==> config.mk <==
export PLATFORM = sky130hd
export DESIGN_NAME = mem_arbiter
export DESIGN_NICKNAME = d
export VERILOG_FILES = /design/src/rtl/mem_arbiter.sv
export SDC_FILE = /design/constraint.sdc
export NUM_CORES = 1
export LEC_CHECK = 0
export CORE_MARGIN = 8
export CORE_UTILIZATION = 48
export CTS_BUF_LIST = sky130_fd_sc_hd__clkbuf_8
export DETAILED_ROUTE_END_ITERATION = 16
export DONT_BUFFER_PORTS = 1
export GPL_TIMING_DRIVEN = 0
export HOLD_SLACK_MARGIN = 0.08
export PLACE_DENSITY = 0.75
export SLEW_MARGIN = 25
export SYNTH_ARGS = -nofsm -noshare
export SYNTH_HDL_FRONTEND = slang
export SYNTH_SLANG_ARGS = --single-unit
==> constraint.sdc <==
create_clock -name clk -period 1.88 [get_ports clk]
set_input_delay 0.47 -clock clk [delete_from_list [all_inputs] [get_ports clk]]
set_output_delay 0.47 -clock clk [all_outputs]
set_load 0.01 [all_outputs]
==> src/rtl/mem_arbiter.sv <==
// Round-robin arbiter that shares one single-port, 1-cycle-latency word memory
// between the instruction-fetch port (0, read-only) and the load/store port (1).
module mem_arbiter #(
    parameter int ADDR_W = 9,
    parameter int DEPTH  = 448
) (
    input  logic              clk,
    input  logic              resetn,
    input  logic              p0_req,
    input  logic [ADDR_W-1:0] p0_addr,
    output logic              p0_done,
    output logic [31:0]       p0_rdata,
    output logic              p0_err,
    input  logic              p1_req,
    input  logic [ADDR_W-1:0] p1_addr,
    input  logic [3:0]        p1_wmask,
    input  logic [31:0]       p1_wdata,
    output logic              p1_done,
    output logic [31:0]       p1_rdata,
    output logic              p1_err,
    output logic              mem_en,
    output logic [3:0]        mem_wmask,
    output logic [ADDR_W-1:0] mem_addr,
    output logic [31:0]       mem_wdata,
    input  logic [31:0]       mem_rdata
);

    typedef enum logic [1:0] {
        IDLE  = 2'd0,
        ISSUE = 2'd1,
        WAIT  = 2'd2
    } state_t;

    localparam logic [ADDR_W:0] DEPTH_L = DEPTH[ADDR_W:0];

    state_t            state_q, state_d;
    logic              owner_q, owner_d;
    logic              last_q, last_d;
    logic              err_pend_q, err_pend_d;
    logic              mem_en_q, mem_en_d;
    logic [3:0]        mem_wmask_q, mem_wmask_d;
    logic [ADDR_W-1:0] mem_addr_q, mem_addr_d;
    logic [31:0]       mem_wdata_q, mem_wdata_d;
    logic              p0_done_q, p0_done_d;
    logic              p1_done_q, p1_done_d;
    logic              p0_err_q, p0_err_d;
    logic              p1_err_q, p1_err_d;

    logic              elig0, elig1, grant, win;
    logic [ADDR_W-1:0] sel_addr;
    logic [3:0]        sel_wmask;
    logic [31:0]       sel_wdata;
    logic              in_range;

    // The owner being served in WAIT has had its request consumed.
    always_comb begin
        elig0     = p0_req && !(state_q == WAIT && owner_q == 1'b0);
        elig1     = p1_req && !(state_q == WAIT && owner_q == 1'b1);
        grant     = (state_q == IDLE || state_q == WAIT) && (elig0 || elig1);
        win       = (elig0 && elig1) ? ~last_q : elig1;
        sel_addr  = win ? p1_addr : p0_addr;
        sel_wmask = win ? p1_wmask : 4'b0000;
        sel_wdata = win ? p1_wdata : 32'h0;
        in_range  = ({1'b0, sel_addr} < DEPTH_L);
    end

    always_comb begin
        state_d     = state_q;
        owner_d     = owner_q;
        last_d      = last_q;
        err_pend_d  = err_pend_q;
        mem_en_d    = mem_en_q;
        mem_wmask_d = mem_wmask_q;
        mem_addr_d  = mem_addr_q;
        mem_wdata_d = mem_wdata_q;
        p0_done_d   = 1'b0;
        p1_done_d   = 1'b0;
        p0_err_d    = 1'b0;
        p1_err_d    = 1'b0;

        case (state_q)
            IDLE, WAIT: begin
                state_d = IDLE;
                if (grant) begin
                    state_d     = ISSUE;
                    owner_d     = win;
                    last_d      = win;
                    err_pend_d  = !in_range;
                    mem_en_d    = in_range;
                    mem_wmask_d = in_range ? sel_wmask : 4'b0000;
                    mem_addr_d  = sel_addr;
                    mem_wdata_d = sel_wdata;
                end
            end
            ISSUE: begin
                state_d     = WAIT;
                mem_en_d    = 1'b0;
                mem_wmask_d = 4'b0000;
                p0_done_d   = !owner_q;
                p1_done_d   = owner_q;
                p0_err_d    = !owner_q && err_pend_q;
                p1_err_d    = owner_q && err_pend_q;
            end
            default: state_d = IDLE;
        endcase
    end

    always_ff @(posedge clk or negedge resetn) begin
        if (!resetn) begin
            state_q     <= IDLE;
            owner_q     <= 1'b0;
            last_q      <= 1'b1;
            err_pend_q  <= 1'b0;
            mem_en_q    <= 1'b0;
            mem_wmask_q <= 4'b0000;
            mem_addr_q  <= '0;
            mem_wdata_q <= 32'h0;
            p0_done_q   <= 1'b0;
            p1_done_q   <= 1'b0;
            p0_err_q    <= 1'b0;
            p1_err_q    <= 1'b0;
        end else begin
            state_q     <= state_d;
            owner_q     <= owner_d;
            last_q      <= last_d;
            err_pend_q  <= err_pend_d;
            mem_en_q    <= mem_en_d;
            mem_wmask_q <= mem_wmask_d;
            mem_addr_q  <= mem_addr_d;
            mem_wdata_q <= mem_wdata_d;
            p0_done_q   <= p0_done_d;
            p1_done_q   <= p1_done_d;
            p0_err_q    <= p0_err_d;
            p1_err_q    <= p1_err_d;
        end
    end

    // Read data passes straight through from the memory during the done cycle only.
    assign p0_rdata  = (p0_done_q && !err_pend_q) ? mem_rdata : 32'h0;
    assign p1_rdata  = (p1_done_q && !err_pend_q) ? mem_rdata : 32'h0;
    assign p0_done   = p0_done_q;
    assign p1_done   = p1_done_q;
    assign p0_err    = p0_err_q;
    assign p1_err    = p1_err_q;
    assign mem_en    = mem_en_q;
    assign mem_wmask = mem_wmask_q;
    assign mem_addr  = mem_addr_q;
    assign mem_wdata = mem_wdata_q;

endmodule

==> impl_results.md, run 1 <==
* Min cycle time layout at 1.81 ns
* DRC errors left at 0
* Commonest cells after routing, fill and taps aside: 53 x and2_1, 53 x dfrtp_1, 36 x a22o_1, 11 x and2_4, 11 x nor2_1
* F_max at 551 MHz
* Core area at 0.00517 sq mm
* Area occupied by multi-input gates at 0.00112 sq mm
* Hold Crit Start: p1_wdata[13]
* Overflow after GRT at 0
* Initial antenna violation count at 0
* MaxCap Viol Count at 0
* Leak at 1.40 nW
* Area grow syn2layout at 13.0%
* Fillers at approximately 420
* Internal power at 3.13 mW
* Synth unique cells at 30
* Final Max Tran Viols at 0
* Status: completed
* Layout cells sized above 1 at 19.1%
* Die width at 89.4 microns
* H-tree levels at 2
* Initial Util at 50.0%
* Pin count of the biggest net entering global routing at 56
* CTS sink cnt at 55
* Synth Net Count at 321
* Netlist Area Pre-Place at 0.00259 sq mm
* Worst Setup Path Type: reg2out
* Vias in the first global route at 1,944
* Antenna cell count at 0
* Setup TNS at 0 ns
* Final setup vio count at 0
* Port Buffers at 0
* Power Density at 1740 mW/mm^2
* Fin nets at 330
* Post-Route WL at around 7400 microns
* # rows at 26
* Die height at 89.4 microns
* First-pass GRT wire length at ~10,000 microns
* RSZ-0062 raised after global routing: no
* # IOs at 204
* Relative slew slack at 69.4%
* Reg2reg setup slack at between 0.2 and 0.25 ns
* Post-CTS setup buffer count at 0
* Worst-Skew Late Latency at 0.30 ns
* WL/cell at ~24 microns
* FF+latch area at ~0.0014 sq mm
* TritonRoute pass-1 iters at 4
* Sw frac at 38.5%
* Clock slew at reported path FFs at 0.10 ns
* Switching power at 1.96 mW
* Vias per cell at roughly 5.9
* Gate power share at 34.7%
* Peak VDD IR at roughly 0.77 mV
* DR vias at 1,826
* Clock Tree Root: clkbuf_8
* Measured slew at the worst slew-check pin at 0.457 ns
* Period utilization at 96.5%
* Sequential share of power at 47.3%
* TritonCTS clock tree: yes
* Clock network power share at between 10% and 20%
* Gr usage total at about 17%
* CP required at between 1 and 1.5 ns
* Gpl congestion at 0.697
* Number of synthesized register bits at 55
* Sequential fraction of the synthesis area at 53.2%
* Fin. Hold Viols at 0
* Warnings, synthesis at 0
* Syn avg cell area at 11.2 sq um
* Die ar. at 0.00800 sq mm
* Clock Skew at 0.00951 ns
* Detailed Route Iter0 Violations at 68
* Reg-to-reg startpoint: state_q[1]$_DFF_PN0_
* Critical Path End Type: output port
* HPWL Detailed at ~6000 microns
* Arr. time, crit path at 1.34 ns
* Crit path from: err_pend_q$_DFFE_PN0N_
* Instance count of the mapped netlist at 231
* Number of buffers created by CTS at 5
* Hold crit path type: in2reg
* Worst Setup Start Kind: register
* Clock buffer depth at 2
* Final ANT Viol Nets at 0
* Crit Path Max Fanout at 10
* Hold_ws at 0.288 ns
-- timing repair --
action / 4_1_cts / 5_1_grt
setup endpoints to repair: 60 / 60
gates resized for setup: 13 / 25
hold buffers: 2 / 0
endpoints found under the hold margin: 55 / 0
-- path summary, 6_finish.rpt --
check	to	depth (start not counted)
worst max-delay path	p1_rdata[30]	3
worst min-delay path	mem_wdata[13]$_DFFE_PN0N_	1
worst min register to register	last_q$_DFFE_PN1N_	1
max in group asynchronous	last_q$_DFFE_PN1N_	2
min in group asynchronous	mem_wdata[21]$_DFFE_PN0N_	2
worst max register to register	mem_en$_DFFE_PN0P_	5
-- synth_stat cells, drive strengths merged --
| library cell | number | share of area [%] |
|---|---|---|
| clkinv | 1 | 0.19 |
| inv | 2 | 0.29 |
| dfstp | 1 | 1.0 |
| o211ai | 1 | 0.29 |
| nor2b | 5 | 1.2 |
| a21oi | 10 | 1.9 |
| and2 | 66 | 16 |
| nand2b | 1 | 0.24 |
| a21o | 2 | 0.58 |
| buf | 12 | 4.0 |
| and3 | 2 | 0.48 |
| mux2i | 9 | 3.5 |
| o22ai | 1 | 0.24 |
| nand4 | 1 | 0.24 |
| a32o | 1 | 0.39 |
| o22a | 1 | 0.34 |
| nand3b | 1 | 0.29 |
| nor2 | 11 | 1.6 |
| a22o | 36 | 12 |
| dfrtp | 54 | 52 |
| nor3b | 1 | 0.29 |
| clkbuf | 6 | 0.87 |
| a211o | 1 | 0.34 |
| nor3 | 2 | 0.58 |
| nand2 | 1 | 0.14 |
| a21bo | 1 | 0.39 |
| a31oi | 1 | 0.24 |
-- critical path, stage by stage (launching register included) --
cell and delay (ns):
dfrtp_2 0.47, nor2b_4 0.16, clkbuf_4 0.20, and2_1 0.21
-- flip-flops by register name (all words and copies together) (netlist names) --
register,count
last_q,1
mem_wmask,4
owner_q,1
state_q,2
p1_done,1
mem_wdata,32
mem_addr,9
p0_err,1
err_pend_q,1
p0_done,1
p1_err,1
mem_en,1
-- per-stage QoR --
step | power (mW) | instances | util (%) | setup slack (ns) | area (sq um)
floorplan | 3.66 | 231 | - | 0.318 | 2590
global placement | 4.05 | 301 | 51.7 | 0.0839 | 2680
detailed placement | 4.09 | 301 | 51.7 | 0.0527 | 2680
CTS | 5.10 | 311 | 55.7 | 0.00902 | 2880
global route | 5.43 | 311 | 56.5 | 0.00150 | 2920
finish | 5.09 | 311 | 56.5 | 0.0666 | 2920
-- per-layer routing --
metal	global-route usage, %	part of all wire, %	vias to the layer above
met4	5.14	1.2	0
met5	0	0	-
met3	5.51	11	8
met2	31.7	53	119
met1	18.5	35	887
li1	-	-	812
-- cells by family (layout without fill, tap and decap cells) --
family | Yosys count | after routing | share of synthesized area (%)
mux | 9 | 9 | 3.48
flops | 55 | 55 | 53.2
simple gates | 91 | 91 | 21.0
compound gates | 55 | 55 | 16.9
buf+inv | 21 | 31 | 5.32
-- power groups by stage --
stage	Clock, mW	Combinational [mW]	Sequential (mW)
2_1_floorplan	0	1.40	2.26
3_3_place_gp	0	1.63	2.42
3_5_place_dp	0	1.68	2.41
4_1_cts	0.945	1.73	2.43
5_1_grt	0.992	1.96	2.48
6_report	0.917	1.77	2.41
-- cell type report --
cell class,instances,share of cell area (%)
Clock buffer,5,2.35
Multi-Input combinational cell,155,38.2
Timing Repair Buffer,2,1.28
Clock inverter,3,2.44
Buffer,18,5.09
Inverter,3,0.428
Tap cell,70,3.00
Sequential cell,55,47.2
Note: power is estimated with default switching activity, not from simulation.
==> inputs of run 2 (changes only) <==
CORE_AREA = 2 2 79 81   (was not set)
CORE_MARGIN = not set   (was 8)
CORE_UTILIZATION = not set   (was 48)
DIE_AREA = 0 0 81 83   (was not set)
PLACE_DENSITY = not set   (was 0.75)
SLEW_MARGIN = 20   (was 25)
==> run 2 against run 1 <==
  * Register-to-register slack is essentially flat
  * Wire length shrank 16%
  * Setup slack gained 0.015 ns
  * Design area grew 0.43%
  * Via count shrank 3.0%
  * Cell count grew 1.6%
  * Critical endpoint is now p1_rdata[12]
  * Die area shrank 16%
  * Sequential power is essentially flat
  * Clock power shrank 32%
  * Clock skew shrank 0.0043 ns
  * Maximum frequency grew 0.83%
  * Combinational power grew 2%
==> impl_results.md, run 2 (synthesis gave the netlist of run 1 again) <==
* WL/cell at 19.4 microns (-18%)
* Number of buffers created by CTS at 5 (unchanged)
* Vias in the first global route at 1,784 (-8.2%)
* Hold crit path type: in2reg
* Initial Util at 44.5% (-5.5 points)
* Period utilization at 95.7% (-0.80 points)
* Fin. Hold Viols at 0 (unchanged)
* Min cycle time layout at 1.80 ns (-0.0150 ns)
* Status: completed
* Post-route cell area at 0.00294 sq mm (+0.43%)
* Worst r2r path cells at 5 (unchanged)
* TritonCTS clock tree: yes
* Slowest cell on the critical path: dfrtp_1
* Final std cells w/o fill at 316 (+1.6%)
* Arr. time, crit path at 1.33 ns (about the same)
* HPWL Detailed at 4770 microns (-21%)
* Worst slack at placement at 0.0580 ns (+0.00530 ns)
* Leak at 1.41 nW (+0.35%)
* Die height at 83 microns (-7.2%)
* CP required at 1.41 ns (about the same)
* Clock Tree Root: clkbuf_8
* Clock buffer depth at 2 (unchanged)
* CTS sink cnt at 55 (unchanged)
* Worst Setup Path Type: reg2out
* MaxCap Viol Count at 0 (unchanged)
* First-pass GRT wire length at 9270 microns (-11%)
* Critical Path End Type: output port
* Detailed Route Iter0 Violations at 53 (-22%)
* Worst-Skew Late Latency at 0.30 ns (about the same)
* Final Max Tran Viols at 0 (unchanged)
* Clock Skew at 0.00519 ns (-0.00432 ns)
* Final ANT Viol Nets at 0 (unchanged)
* Crit Path Max Fanout at 10 (unchanged)
* CP max stage delay at 0.43 ns (-0.04 ns)
* Peak VDD IR at 0.666 mV (-13%)
* Pin count of the biggest net entering global routing at 56 (unchanged)
* Relative slew slack at 67.5% (-1.9 points)
* DR vias at 1,772 (-3.0%)
* Die width at 81 microns (-9.4%)
* # IOs at 204 (unchanged)
* Area grow syn2layout at 13.4%
* DRC errors left at 0 (unchanged)
* # rows at 28 (+7.7%)
* Measured slew at the worst slew-check pin at 0.484 ns (+0.0267 ns)
* Layout cells sized above 1 at 26.1% (+7.1 points)
* Clock slew at reported path FFs at 0.09 ns (about the same)
* Vias per cell at 5.61 (-4.5%)
* CP top delay family: simple AND/OR/NAND/NOR gates
* Worst Setup Start Kind: register
* Initial antenna violation count at 0 (unchanged)
* Most common cell after layout, fill and taps aside: dfrtp_1
* Port Buffers at 0 (unchanged)
* Fin nets at 330 (unchanged)
* Power Density at 1640 mW/mm^2 (-5.6%)
* Gr usage total at 18.1% (+0.72 points)
* Antenna cell count at 0 (unchanged)
* RSZ-0062 raised after global routing: yes
* Overflow after GRT at 0 (unchanged)
* Placed cells at 306 (+1.7%)
* Die ar. at 0.00672 sq mm (-16%)
* Gpl congestion at 0.780 (+12%)
* Final setup vio count at 0 (unchanged)
* Area post-placement at 0.00268 sq mm (+0.23%)
* Commonest cells after routing, fill and taps aside: 53 x dfrtp_1, 36 x a22o_1, 35 x and2_1, 31 x and2_4, 11 x nor2_1
* Min setup slack post-route at 0.0816 ns (+0.0150 ns)
* Core area at 0.00582 sq mm (+12%)
* F_max at 556 MHz (+0.83%)
* Stages on worst setup path at 3 (unchanged)
* CP Buf/Inv Count at 1 (unchanged)
* Hold Crit Depth at 1 (unchanged)
* Post-CTS setup buffer count at 0 (unchanged)
* Cells along the critical path: nor2b_4 > buf_6 > and2_1
* TritonRoute pass-1 iters at 4 (unchanged)
* Max reg flops at 32 (unchanged)
* H-tree levels at 2 (unchanged)
* Post-Route WL at 6150 microns (-16%)
## run 2: what timing repair did
| action | 4_1_cts | 5_1_grt |
|---|---|---|
| endpoints found under the setup margin | 60 | 60 |
| gates resized for setup | 18 | 41 |
| hold buffers | 2 | 0 |
| pin swaps | 0 | 2 |
| hold endpoints to repair | 55 | 0 |
## run 2: final cells by class
| type | count | area, sq um |
|---|---|---|
| inverter | 3 | 12.5 |
| tap | 75 | 93.8 |
| multi-input combinational | 155 | 1160 |
| timing repair buffer | 2 | 37.5 |
| clock inverter | 3 | 20.0 |
| fill | 538 | 2880 |
| clock buffer | 5 | 68.8 |
| buffer | 18 | 159 |
| sequential | 55 | 1380 |
## run 2: power by group
| part | switching, mW | internal [mW] |
|---|---|---|
| registers | 0.652 | 1.73 |
| logic | 0.900 | 0.911 |
| clock network | 0.365 | 0.263 |
## run 2: worst paths after layout
check / startpoint / end / slack (ns)
worst max-delay path: p1_done$_DFF_PN0_ / p1_rdata[12] / 0.08
worst min-delay path: p1_wdata[26] / mem_wdata[26]$_DFFE_PN0N_ / 0.29
worst max register to register: state_q[1]$_DFF_PN0_ / mem_en$_DFFE_PN0P_ / 0.21
worst min register to register: last_q$_DFFE_PN1N_ / last_q$_DFFE_PN1N_ / 0.52
max in group asynchronous: resetn / last_q$_DFFE_PN1N_ / 0.92
min in group asynchronous: resetn / mem_addr[0]$_DFFE_PN0N_ / 0.68
## run 2: worst reg2reg max path: cells and delay by family (launching register included)
kind	cells	cell delay, ns
AOI/OAI and AO/OA	2	0.53
DFF	1	0.45
and+or+nand+nor	2	0.33
buffers and inverters	1	0.26
## run 2: stage by stage
stage | power [mW] | TNS [ns] | hold WS, ns | utilization, %
after floorplan | 3.66 | 0 | 0.174 | -
after detailed placement | 4.04 | 0 | 0.175 | 46.1
after global routing | 5.21 | -0.171 | 0.265 | 50.5
after global placement | 4.02 | 0 | 0.175 | 46.1
final | 4.82 | 0 | 0.293 | 50.5
after CTS | 4.77 | -0.00927 | 0.284 | 49.0
## run 2: routing by layer
layer | vias up | global-route usage (%) | share of wire, %
li1 | 811 | - | -
met1 | 842 | 19.1 | 35
met2 | 113 | 32.5 | 54
met3 | 6 | 7.61 | 10
met4 | 0 | 4.31 | 0.93
met5 | - | 0 | 0
